===== src/rtl/router_egress_arb_pkg.sv =====
// Shared definitions for the router egress arbiter: state encoding, header
// field layout and grant encodings.
package router_egress_arb_pkg;

    localparam int unsigned DATA_W    = 8;
    localparam int unsigned LEN_W     = 6;
    localparam int unsigned NUM_PORTS = 3;

    // Header byte layout: {len[5:0], addr[1:0]}
    localparam int unsigned ADDR_LSB = 0;
    localparam int unsigned LEN_LSB  = 2;

    // Remaining counter covers payload plus the trailing parity beat.
    localparam int unsigned REM_W = LEN_W + 1;

    localparam logic [1:0] IDLE_GRANT = 2'b11;
    // Last-served pointer after reset, so FIFO 0 is the first candidate.
    localparam logic [1:0] RR_RESET   = 2'd2;

    typedef enum logic [1:0] {
        StIdle,
        StHeader,
        StBody
    } arb_state_e;

    function automatic logic [LEN_W-1:0] hdr_len(input logic [DATA_W-1:0] hdr);
        return hdr[LEN_LSB +: LEN_W];
    endfunction

endpackage


===== src/rtl/router_egress_arb_if.sv =====
// Egress valid/ready link carrying packet beats with framing and abort marks.
interface router_egress_arb_if;
    import router_egress_arb_pkg::*;

    logic [DATA_W-1:0] data;
    logic              valid;
    logic              ready;
    logic              sop;
    logic              eop;
    logic              abort;

    modport master (
        output data,
        output valid,
        output sop,
        output eop,
        output abort,
        input  ready
    );

    modport slave (
        input  data,
        input  valid,
        input  sop,
        input  eop,
        input  abort,
        output ready
    );

endinterface


===== src/rtl/router_egress_arb_rr_pick.sv =====
// Combinational 3-way round-robin picker: first requester after 'last',
// wrapping 0 -> 1 -> 2 -> 0.
module router_rr_pick
    import router_egress_arb_pkg::*;
(
    input  logic [NUM_PORTS-1:0] req,
    input  logic [1:0]           last,
    output logic                 gnt_valid,
    output logic [1:0]           gnt_idx
);

    logic [1:0] first_idx;
    logic [1:0] second_idx;
    logic [1:0] third_idx;

    // Rotate the search order so the port after 'last' is tried first.
    always_comb begin : pick_order
        case (last)
            2'd0: begin
                first_idx  = 2'd1;
                second_idx = 2'd2;
                third_idx  = 2'd0;
            end
            2'd1: begin
                first_idx  = 2'd2;
                second_idx = 2'd0;
                third_idx  = 2'd1;
            end
            // last == 2, or the unused code 3, restarts at port 0
            default: begin
                first_idx  = 2'd0;
                second_idx = 2'd1;
                third_idx  = 2'd2;
            end
        endcase
    end

    // Priority select along the rotated order.
    always_comb begin : pick_select
        gnt_valid = 1'b0;
        gnt_idx   = 2'd0;
        if (req[first_idx]) begin
            gnt_valid = 1'b1;
            gnt_idx   = first_idx;
        end else if (req[second_idx]) begin
            gnt_valid = 1'b1;
            gnt_idx   = second_idx;
        end else if (req[third_idx]) begin
            gnt_valid = 1'b1;
            gnt_idx   = third_idx;
        end
    end

endmodule


===== src/rtl/router_egress_arb.sv =====
// Packet-atomic round-robin scheduler draining three router FIFOs onto one
// valid/ready egress link. A granted FIFO keeps the link for header, payload
// and parity; the header length field sizes the packet.
module router_egress_arb
    import router_egress_arb_pkg::*;
(
    input  logic                clock,
    input  logic                resetn,
    input  logic                fifo_empty_0,
    input  logic                fifo_empty_1,
    input  logic                fifo_empty_2,
    input  logic [DATA_W-1:0]   fifo_dout_0,
    input  logic [DATA_W-1:0]   fifo_dout_1,
    input  logic [DATA_W-1:0]   fifo_dout_2,
    input  logic                soft_reset_0,
    input  logic                soft_reset_1,
    input  logic                soft_reset_2,
    output logic                read_enb_0,
    output logic                read_enb_1,
    output logic                read_enb_2,
    output logic [1:0]          grant,
    router_egress_arb_if.master egress
);

    arb_state_e        state_q, state_d;
    logic [1:0]        rr_ptr_q, rr_ptr_d;
    logic [1:0]        grant_q, grant_d;
    logic [REM_W-1:0]  remaining_q, remaining_d;
    logic              valid_q, valid_d;
    logic              sop_q, sop_d;
    logic              eop_q, eop_d;
    logic              abort_q, abort_d;

    logic [NUM_PORTS-1:0] req;
    logic                 pick_valid;
    logic [1:0]           pick_idx;

    logic [DATA_W-1:0] cur_dout;
    logic              cur_empty;
    logic              cur_srst;
    logic [REM_W-1:0]  rem_eff;
    logic              beat_acc;
    logic              stalled;
    logic              rd_en;
    logic [1:0]        rd_idx;

    // A FIFO being flushed this cycle is not a valid candidate.
    assign req = ~{fifo_empty_2, fifo_empty_1, fifo_empty_0}
               & ~{soft_reset_2, soft_reset_1, soft_reset_0};

    router_rr_pick u_rr_pick (
        .req       (req),
        .last      (rr_ptr_q),
        .gnt_valid (pick_valid),
        .gnt_idx   (pick_idx)
    );

    // Select the granted FIFO; idle grant falls back to FIFO 0's data.
    always_comb begin : cur_mux
        case (grant_q)
            2'd1: begin
                cur_dout  = fifo_dout_1;
                cur_empty = fifo_empty_1;
                cur_srst  = soft_reset_1;
            end
            2'd2: begin
                cur_dout  = fifo_dout_2;
                cur_empty = fifo_empty_2;
                cur_srst  = soft_reset_2;
            end
            default: begin
                cur_dout  = fifo_dout_0;
                cur_empty = fifo_empty_0;
                cur_srst  = soft_reset_0;
            end
        endcase
    end

    assign beat_acc = valid_q & egress.ready;
    assign stalled  = valid_q & ~egress.ready;

    // While the header sits on the link the counter is taken straight from
    // it, so the first payload read can overlap header acceptance.
    assign rem_eff = (state_q == StHeader)
                   ? (REM_W'(hdr_len(cur_dout)) + REM_W'(1))
                   : remaining_q;

    // Next-state, read strobe and registered-output computation.
    always_comb begin : arb_next
        state_d     = state_q;
        rr_ptr_d    = rr_ptr_q;
        grant_d     = grant_q;
        remaining_d = remaining_q;
        valid_d     = stalled;
        sop_d       = stalled & sop_q;
        eop_d       = stalled & eop_q;
        abort_d     = 1'b0;
        rd_en       = 1'b0;
        rd_idx      = grant_q;

        unique case (state_q)
            StIdle: begin
                if (pick_valid) begin
                    rd_en    = 1'b1;
                    rd_idx   = pick_idx;
                    rr_ptr_d = pick_idx;
                    grant_d  = pick_idx;
                    state_d  = StHeader;
                    valid_d  = 1'b1;
                    sop_d    = 1'b1;
                    eop_d    = 1'b0;
                end
            end

            StHeader, StBody: begin
                if (cur_srst) begin
                    // Flushed mid-packet: drop the link and report it.
                    state_d     = StIdle;
                    grant_d     = IDLE_GRANT;
                    remaining_d = '0;
                    valid_d     = 1'b0;
                    sop_d       = 1'b0;
                    eop_d       = 1'b0;
                    abort_d     = 1'b1;
                end else begin
                    if ((rem_eff != '0) && !cur_empty && (!valid_q || egress.ready)) begin
                        rd_en       = 1'b1;
                        valid_d     = 1'b1;
                        sop_d       = 1'b0;
                        eop_d       = (rem_eff == REM_W'(1));
                        remaining_d = rem_eff - REM_W'(1);
                    end else begin
                        remaining_d = rem_eff;
                    end

                    if (state_q == StHeader) begin
                        if (beat_acc) begin
                            state_d = StBody;
                        end
                    end else if (beat_acc && eop_q) begin
                        state_d = StIdle;
                        grant_d = IDLE_GRANT;
                    end
                end
            end

            default: begin
                state_d = StIdle;
            end
        endcase
    end

    // State and registered outputs, synchronous active-low reset.
    always_ff @(posedge clock) begin : arb_regs
        if (!resetn) begin
            state_q     <= StIdle;
            rr_ptr_q    <= RR_RESET;
            grant_q     <= IDLE_GRANT;
            remaining_q <= '0;
            valid_q     <= 1'b0;
            sop_q       <= 1'b0;
            eop_q       <= 1'b0;
            abort_q     <= 1'b0;
        end else begin
            state_q     <= state_d;
            rr_ptr_q    <= rr_ptr_d;
            grant_q     <= grant_d;
            remaining_q <= remaining_d;
            valid_q     <= valid_d;
            sop_q       <= sop_d;
            eop_q       <= eop_d;
            abort_q     <= abort_d;
        end
    end

    // Read strobes are combinational so the FIFO pops in the decision cycle;
    // hard reset suppresses them so nothing is lost while held in reset.
    assign read_enb_0 = resetn & rd_en & (rd_idx == 2'd0);
    assign read_enb_1 = resetn & rd_en & (rd_idx == 2'd1);
    assign read_enb_2 = resetn & rd_en & (rd_idx == 2'd2);

    assign grant        = grant_q;
    assign egress.data  = cur_dout;
    assign egress.valid = valid_q;
    assign egress.sop   = sop_q;
    assign egress.eop   = eop_q;
    assign egress.abort = abort_q;

endmodule


===== src/flat_wrapper.sv =====
// flat-port wrapper written by rule: the top's interface ports become plain ports
module router_egress_arb_flat import router_egress_arb_pkg::*;
  (clock, resetn, fifo_empty_0, fifo_empty_1, fifo_empty_2, fifo_dout_0, fifo_dout_1, fifo_dout_2, soft_reset_0, soft_reset_1, soft_reset_2, read_enb_0, read_enb_1, read_enb_2, grant, egress_data, egress_valid, egress_sop, egress_eop, egress_abort, egress_ready);
  router_egress_arb_if egress_i ();
  input  logic clock;
  input  logic resetn;
  input  logic fifo_empty_0;
  input  logic fifo_empty_1;
  input  logic fifo_empty_2;
  input  logic [DATA_W-1:0] fifo_dout_0;
  input  logic [DATA_W-1:0] fifo_dout_1;
  input  logic [DATA_W-1:0] fifo_dout_2;
  input  logic soft_reset_0;
  input  logic soft_reset_1;
  input  logic soft_reset_2;
  output logic read_enb_0;
  output logic read_enb_1;
  output logic read_enb_2;
  output logic [1:0] grant;
  output wire logic [$bits(egress_i.data)-1:0] egress_data;
  output wire logic [$bits(egress_i.valid)-1:0] egress_valid;
  output wire logic [$bits(egress_i.sop)-1:0] egress_sop;
  output wire logic [$bits(egress_i.eop)-1:0] egress_eop;
  output wire logic [$bits(egress_i.abort)-1:0] egress_abort;
  input wire logic [$bits(egress_i.ready)-1:0] egress_ready;
  assign egress_data = egress_i.data;
  assign egress_valid = egress_i.valid;
  assign egress_sop = egress_i.sop;
  assign egress_eop = egress_i.eop;
  assign egress_abort = egress_i.abort;
  assign egress_i.ready = egress_ready;
  router_egress_arb u_core (.clock(clock), .resetn(resetn), .fifo_empty_0(fifo_empty_0), .fifo_empty_1(fifo_empty_1), .fifo_empty_2(fifo_empty_2), .fifo_dout_0(fifo_dout_0), .fifo_dout_1(fifo_dout_1), .fifo_dout_2(fifo_dout_2), .soft_reset_0(soft_reset_0), .soft_reset_1(soft_reset_1), .soft_reset_2(soft_reset_2), .read_enb_0(read_enb_0), .read_enb_1(read_enb_1), .read_enb_2(read_enb_2), .grant(grant), .egress(egress_i));
endmodule

===== config.mk =====
export PLATFORM = sky130hd
export DESIGN_NAME = router_egress_arb_flat
export DESIGN_NICKNAME = d
export VERILOG_FILES = /design/src/rtl/router_egress_arb_pkg.sv /design/src/rtl/router_egress_arb_if.sv /design/src/rtl/router_egress_arb_rr_pick.sv /design/src/rtl/router_egress_arb.sv /design/src/flat_wrapper.sv
export SDC_FILE = /design/constraint.sdc
export NUM_CORES = 1
export LEC_CHECK = 0
export ABC_CLOCK_PERIOD_IN_PS = 4900
export BUFFER_PORTS_ARGS = -buffer_cell sky130_fd_sc_hd__buf_2
export CORE_MARGIN = 2
export CORE_UTILIZATION = 50
export CTS_CLUSTER_SIZE = 8
export DETAILED_ROUTE_END_ITERATION = 8
export GPL_TIMING_DRIVEN = 0
export PLACE_DENSITY_LB_ADDON = 0.15
export RECOVER_POWER = 100
export SYNTH_ARGS = -nofsm -noshare
export SYNTH_HDL_FRONTEND = slang
export SYNTH_SLANG_ARGS = --single-unit
export TNS_END_PERCENT = 1

===== constraint.sdc =====
create_clock -name clock -period 4.9 [get_ports clock]
set_input_delay 0.98 -clock clock [delete_from_list [all_inputs] [get_ports clock]]
set_output_delay 0.98 -clock clock [all_outputs]
set_load 0.005 [all_outputs]

# ---- After elaboration in Yosys (flattened, before gate mapping)
# Index checks and enable logic that the tools add are counted.
# W data, S select, Z words.
dict set report totals {
  wordCells 104
  out_inout_bits 17
  ff_bits 17
}
dict set report op_classes {
  n_bitwise 12
  muxes 50
  n_reduce_logical 16
  n_eq_ne 13
  addsub 2
  order_cmp 3
}
# cell n
set ops {}
lappend ops {{$mux W2} 13}
lappend ops {{$mux W7} 3}
lappend ops {{$pmux W2 S2} 5}
lappend ops {{$mux W1} 19}
lappend ops {{$pmux W8 S2} 1}
lappend ops {{$pmux W1 S2} 6}
lappend ops {{$lt A2 B3 Y1 const B} 3}
lappend ops {{$and A1 B1 Y1} 8}
lappend ops {{$eq A2 B1 Y1 const B} 4}
lappend ops {{$add A6 B1 Y7 const B} 1}
lappend ops {{$eq A7 B1 Y1 const B} 1}
lappend ops {{$reduce_bool A7 Y1} 1}
lappend ops {{$sub A7 B1 Y7 const B} 1}
lappend ops {{$bmux W1 S2} 3}
lappend ops {{$eq A2 B2 Y1 const B} 3}
lappend ops {{$logic_not A2 Y1} 3}
lappend ops {{$not A3 Y3} 2}
lappend ops {{$reduce_and A3 Y1} 2}
lappend ops {{$ne A4 B1 Y1 const B} 1}
lappend ops {{$ne A4 B2 Y1 const B} 1}
lappend ops {{$reduce_and A2 Y1} 2}
lappend ops {{$and A3 B3 Y3} 1}
lappend ops {{$logic_and A1 B1 Y1} 3}
lappend ops {{$ne A3 B1 Y1 const B} 1}
lappend ops {{other kinds (7)} 8}

# ---- Depth between registers and ports, before layout
dict set report logic_depth {
  depth_word 12
  depth_mapped 13
  ltp_nobuf 12
}

# ---- By module
# A second synthesis with hierarchy kept.
dict set report unflattened {
  hier_cells 225
  area_unflattened_um2 1754.2
}
# mod cells_per_inst n_inst area_per_inst_um2
set modules_own_cells {}
lappend modules_own_cells {router_egress_arb 218 1 1700.4}
lappend modules_own_cells {router_rr_pick 7 1 53.8}

# ---- Worst setup path after synthesis
# No wires, ideal clock.
dict set report synth_path {
  path_type {input to output}
  from {input port fifo_dout_2[3]}
  to {output port read_enb_1}
  path_stages 9
  n_path_buf 0
  required_ns 3.920
  arrival_ns 3.217
  setup_slack_ns 0.703
  path_cell_list {a221oi_2 > nor2_1 > ha_1 > or3_2 > a31o_2 > and3_4 > a21boi_4 > a32o_1 > and4b_1}
}
dict set report synth_via {
  elab_chain_len 11
}
# element line
set synth_lines {}
lappend synth_lines {{start: declaration} flat_wrapper.sv:12} ;# input logic [DATA_W-1:0] fifo_dout_2;
lappend synth_lines {{$pmux W8 S2} router_egress_arb.sv:60} ;# case (grant_q)
lappend synth_lines {{via egress_data[3]} flat_wrapper.sv:20} ;# output wire logic [$bits(egress_i.data)-1:0] egress_data;
lappend synth_lines {{$add A6 B1 Y7} router_egress_arb.sv:85} ;# ? (REM_W'(hdr_len(cur_dout)) + REM_W'(1))
lappend synth_lines {{$mux W7} router_egress_arb.sv:85}
lappend synth_lines {{$reduce_bool A7 Y1} router_egress_arb.sv:126} ;# if ((rem_eff != '0) && !cur_empty && (!valid_q || egress.ready)) begin
lappend synth_lines {{$logic_and A1 B1 Y1 (2 in a row)} router_egress_arb.sv:126}
lappend synth_lines {{$mux W1} router_egress_arb.sv:126}
lappend synth_lines {{$mux W1} router_egress_arb.sv:116} ;# if (cur_srst) begin
lappend synth_lines {{$pmux W1 S2} router_egress_arb.sv:101} ;# unique case (state_q)
lappend synth_lines {{$and A1 B1 Y1 (2 in a row)} router_egress_arb.sv:179} ;# assign read_enb_1 = resetn & rd_en & (rd_idx == 2'd1);
lappend synth_lines {{end: declaration} flat_wrapper.sv:17} ;# output logic read_enb_1;
# The timed path passes the listed nets, and every way through them passes these cells.

# ---- Worst setup path after layout
dict set report layout_path {
  from {register u_core.grant_q[0] (netlist: u_core.grant[0])}
  to {output port read_enb_1}
}
dict set report layout_via {
  elab_chain_len 12
  elab_cells_between_ends 19
}
# element line
set layout_lines {}
lappend layout_lines {{start: declaration} router_egress_arb.sv:27} ;# logic [1:0] grant_q, grant_d;
lappend layout_lines {{start signal: assignment} router_egress_arb.sv:167} ;# grant_q <= grant_d;
lappend layout_lines {{$eq A2 B2 Y1 or $eq A2 B1 Y1 (tied branches)} router_egress_arb.sv:60}
lappend layout_lines {{$pmux W8 S2} router_egress_arb.sv:60}
lappend layout_lines {{$add A6 B1 Y7} router_egress_arb.sv:85}
lappend layout_lines {{$mux W7} router_egress_arb.sv:85}
lappend layout_lines {{$reduce_bool A7 Y1} router_egress_arb.sv:126}
lappend layout_lines {{$logic_and A1 B1 Y1 (2 in a row)} router_egress_arb.sv:126}
lappend layout_lines {{$mux W1} router_egress_arb.sv:126}
lappend layout_lines {{$mux W1} router_egress_arb.sv:116}
lappend layout_lines {{$pmux W1 S2} router_egress_arb.sv:101}
lappend layout_lines {{$and A1 B1 Y1} router_egress_arb.sv:179}
lappend layout_lines {{$and A1 B1 Y1 *} router_egress_arb.sv:179}
# Mark *: on every way between the ends. The rest lies on a longest branch, timed or not.

==> impl_metrics.env <==
export IMPL_wirelength_um=3840
export IMPL_synth_area_um2=1670
export IMPL_synth_edf_count=0
export IMPL_globalRouteOverflowTotal=0
export IMPL_grt_use_total=0.213
export IMPL_synth_area_leader_cell="dfxtp_1"
export IMPL_dr_pass1_iters=4
export IMPL_fin_area_um2=1960
export IMPL_n_antenna_cell=0
export IMPL_synth_area_mux_share=0.0210
export IMPL_required_ns=3.92
export IMPL_final_util=0.626
export IMPL_stdcell_count=297
export IMPL_drive_above_1_share=0.289
export IMPL_mostFrequentLayoutCell="buf_2"
export IMPL_place_congestion=0.847
export IMPL_grt_max_degree=11
export IMPL_port_buffers=48
export IMPL_fmax_mhz=215
export IMPL_max_cap_violations=0
export IMPL_cts_max_path_buffers=2
export IMPL_area_growth_synth_to_final_pct=17.2
export IMPL_cts_buffers=3
export IMPL_routedWlPerCell_um=12.9
export IMPL_power_total_uw=1380
export IMPL_holdBufCountCts=0
export IMPL_arrival_ns=3.66
export IMPL_finalSetupViolCount=0
export IMPL_synth_top_area_frac=0.204
export IMPL_ys_warn_count=0
export IMPL_dpl_cell_area_um2=1970
export IMPL_period_share=0.947
export IMPL_async_flop_share=0
export IMPL_ys_seq_elements=17
export IMPL_vias=1654
export IMPL_finalHoldViolations=0
export IMPL_core_region_area_um2=3130
export IMPL_critPathKind="reg2out"
export IMPL_antenna_found_initial=0
export IMPL_synth_nets=243
export IMPL_synth_flop_cell="dfxtp_1"
export IMPL_min_path_type="reg2reg"
export IMPL_die_h_um=61.8
export IMPL_drc_errors=0
export IMPL_path_max_fanout=10
export IMPL_synth_xor_area_frac=0.0157
export IMPL_cts_root_buf="clkbuf_4"
export IMPL_maxSlewViolCount=0
export IMPL_postCtsResizedCells=0
export IMPL_start_kind="flop"
export IMPL_synth_top_family_by_area="compound AO/OA/AOI/OAI gates"
export IMPL_die_area_um2=3820
export IMPL_ys_types=60
export IMPL_grt_pass1_wl_um=6200
export IMPL_clk_latency_ns=0.31
export IMPL_status="finished, final reports clean"
export IMPL_post_cts_setup_buffers=0
export IMPL_fin_crit_ns=4.64
export IMPL_synth_adder_area_share=0.0674
export IMPL_rsz0062_at_grt="no"
export IMPL_cts_tree="done"
export IMPL_avgSynthCellArea_um2=8.31
export IMPL_synthCells=201
export IMPL_p_leak_uw=0.000822
export IMPL_synthSimpleGateAreaFrac=0.265
export IMPL_die_w_um=61.8
export IMPL_power_density_nw_per_um2=707
export IMPL_nNetsFinal=296
export IMPL_vias_per_cell=5.57
export IMPL_ys_top_cells_by_area="dfxtp_1 20%, ha_1 6.7%, nand2_1 5.6%"
export IMPL_final_cell_mix="39 x buf_2, 25 x nand2_1, 22 x nor2_1"
export IMPL_clk_pin_slew_worst_paths_ns=0.12
export IMPL_io_pins=50
export IMPL_rows=20
export IMPL_dp_hpwl_um=3040
export IMPL_slew_headroom=0.546
export IMPL_synth_compound_area_frac=0.348
export IMPL_drtIter0Drc=106
export IMPL_end_kind="primary output"
export IMPL_fin_setup_tns_ns=0
export IMPL_grt_pass1_vias=1411
export IMPL_ir_worst_vdd_uv=376
export IMPL_fin_worst_skew_ns=0.0166
export IMPL_htree_levels=1
export IMPL_clock_sinks=17
export IMPL_worst_slew_pin_slew_ns=0.674
export IMPL_ant_nets=0
export IMPL_start_util=0.534
export IMPL_placedCellCount=293
export IMPL_yosysSeqAreaShare=0.204
==> sequential cells by signal (all words and copies together), names as in the netlist <==
name and count:
u_core.egress.abort 1, u_core.egress.sop 1, u_core.egress.valid 1, u_core.grant 2, u_core.remaining_q 7, u_core.state_q 2, u_core.egress.eop 1, u_core.rr_ptr_q 2
==> Yosys cell counts, types with 4 or more instances <==
cell type   n
o21ai_0    12
nand4_1     4
inv_1      10
a22oi_1     6
buf_6       7
a21oi_1     6
nand3_1     5
ha_1        9
dfxtp_1    17
and4_1      4
nor3_1      4
a221oi_2    4
nand2_1    25
nor2_1     22
==> path summary, 6_finish.rpt <==
kind	start	end	slack [ns]	depth (start not counted)
setup reg to reg	u_core.grant[0]	u_core.remaining_q[3]	1.42	12
setup / recovery	u_core.grant[0]	read_enb_1	0.26	13
hold reg to reg	u_core.remaining_q[6]	u_core.remaining_q[6]	0.47	2
hold / removal	u_core.remaining_q[6]	u_core.remaining_q[6]	0.47	2
==> worst max-delay path: stages, from the launching register on <==
cell      delay, ns
dfxtp_2        0.39
inv_1          0.07
ha_1           0.34
buf_6          0.16
a221oi_4       0.24
nor2_1         0.13
ha_1           0.25
or3_2          0.49
a31o_1         0.31
and3_4         0.24
a21boi_4       0.22
a32o_1         0.20
and4b_1        0.18
clkbuf_1       0.11
==> area by class of cell <==
class / count / area, µm²
Buffer: 9 / 75.1
Clock inverter: 1 / 5.00
Clock buffer: 3 / 22.5
Multi-Input combinational cell: 164 / 1190
Tap cell: 44 / 55.1
Timing Repair Buffer: 48 / 229
Fill cell: 286 / 1170
Inverter: 11 / 41.3
Sequential cell: 17 / 342
==> routing by layer <==
layer	vias to the layer above	GRT usage	wire length, µm
met5	-	0	0
met4	0	0.0517	42
met3	7	0.0331	277
met2	58	0.347	1680
met1	742	0.295	1840
li1	847	-	-
==> logic make-up (layout without fill, tap and decap cells) <==
family	Yosys count	in the layout
xor+xnor	3	3
flops	17	17
mux	3	3
fa+ha+maj	9	9
buf+inv	20	72
compound gates	66	66
simple gates	83	83
==> where the power goes <==
group | total [µW] | switching [µW] | internal, µW
Sequential | 220 | 38.2 | 182
Combinational | 1080 | 616 | 468
Clock | 80.7 | 50.3 | 30.4
==> metrics by stage <==
step,worst slack (ns),hold slack [ns]
2_1_floorplan,0.703,0.426
5_1_grt,0.0389,0.491
3_3_place_gp,0.353,0.439
6_report,0.258,0.467
3_5_place_dp,0.319,0.446
4_1_cts,0.136,0.471
Power figures use the tool's default switching activity.
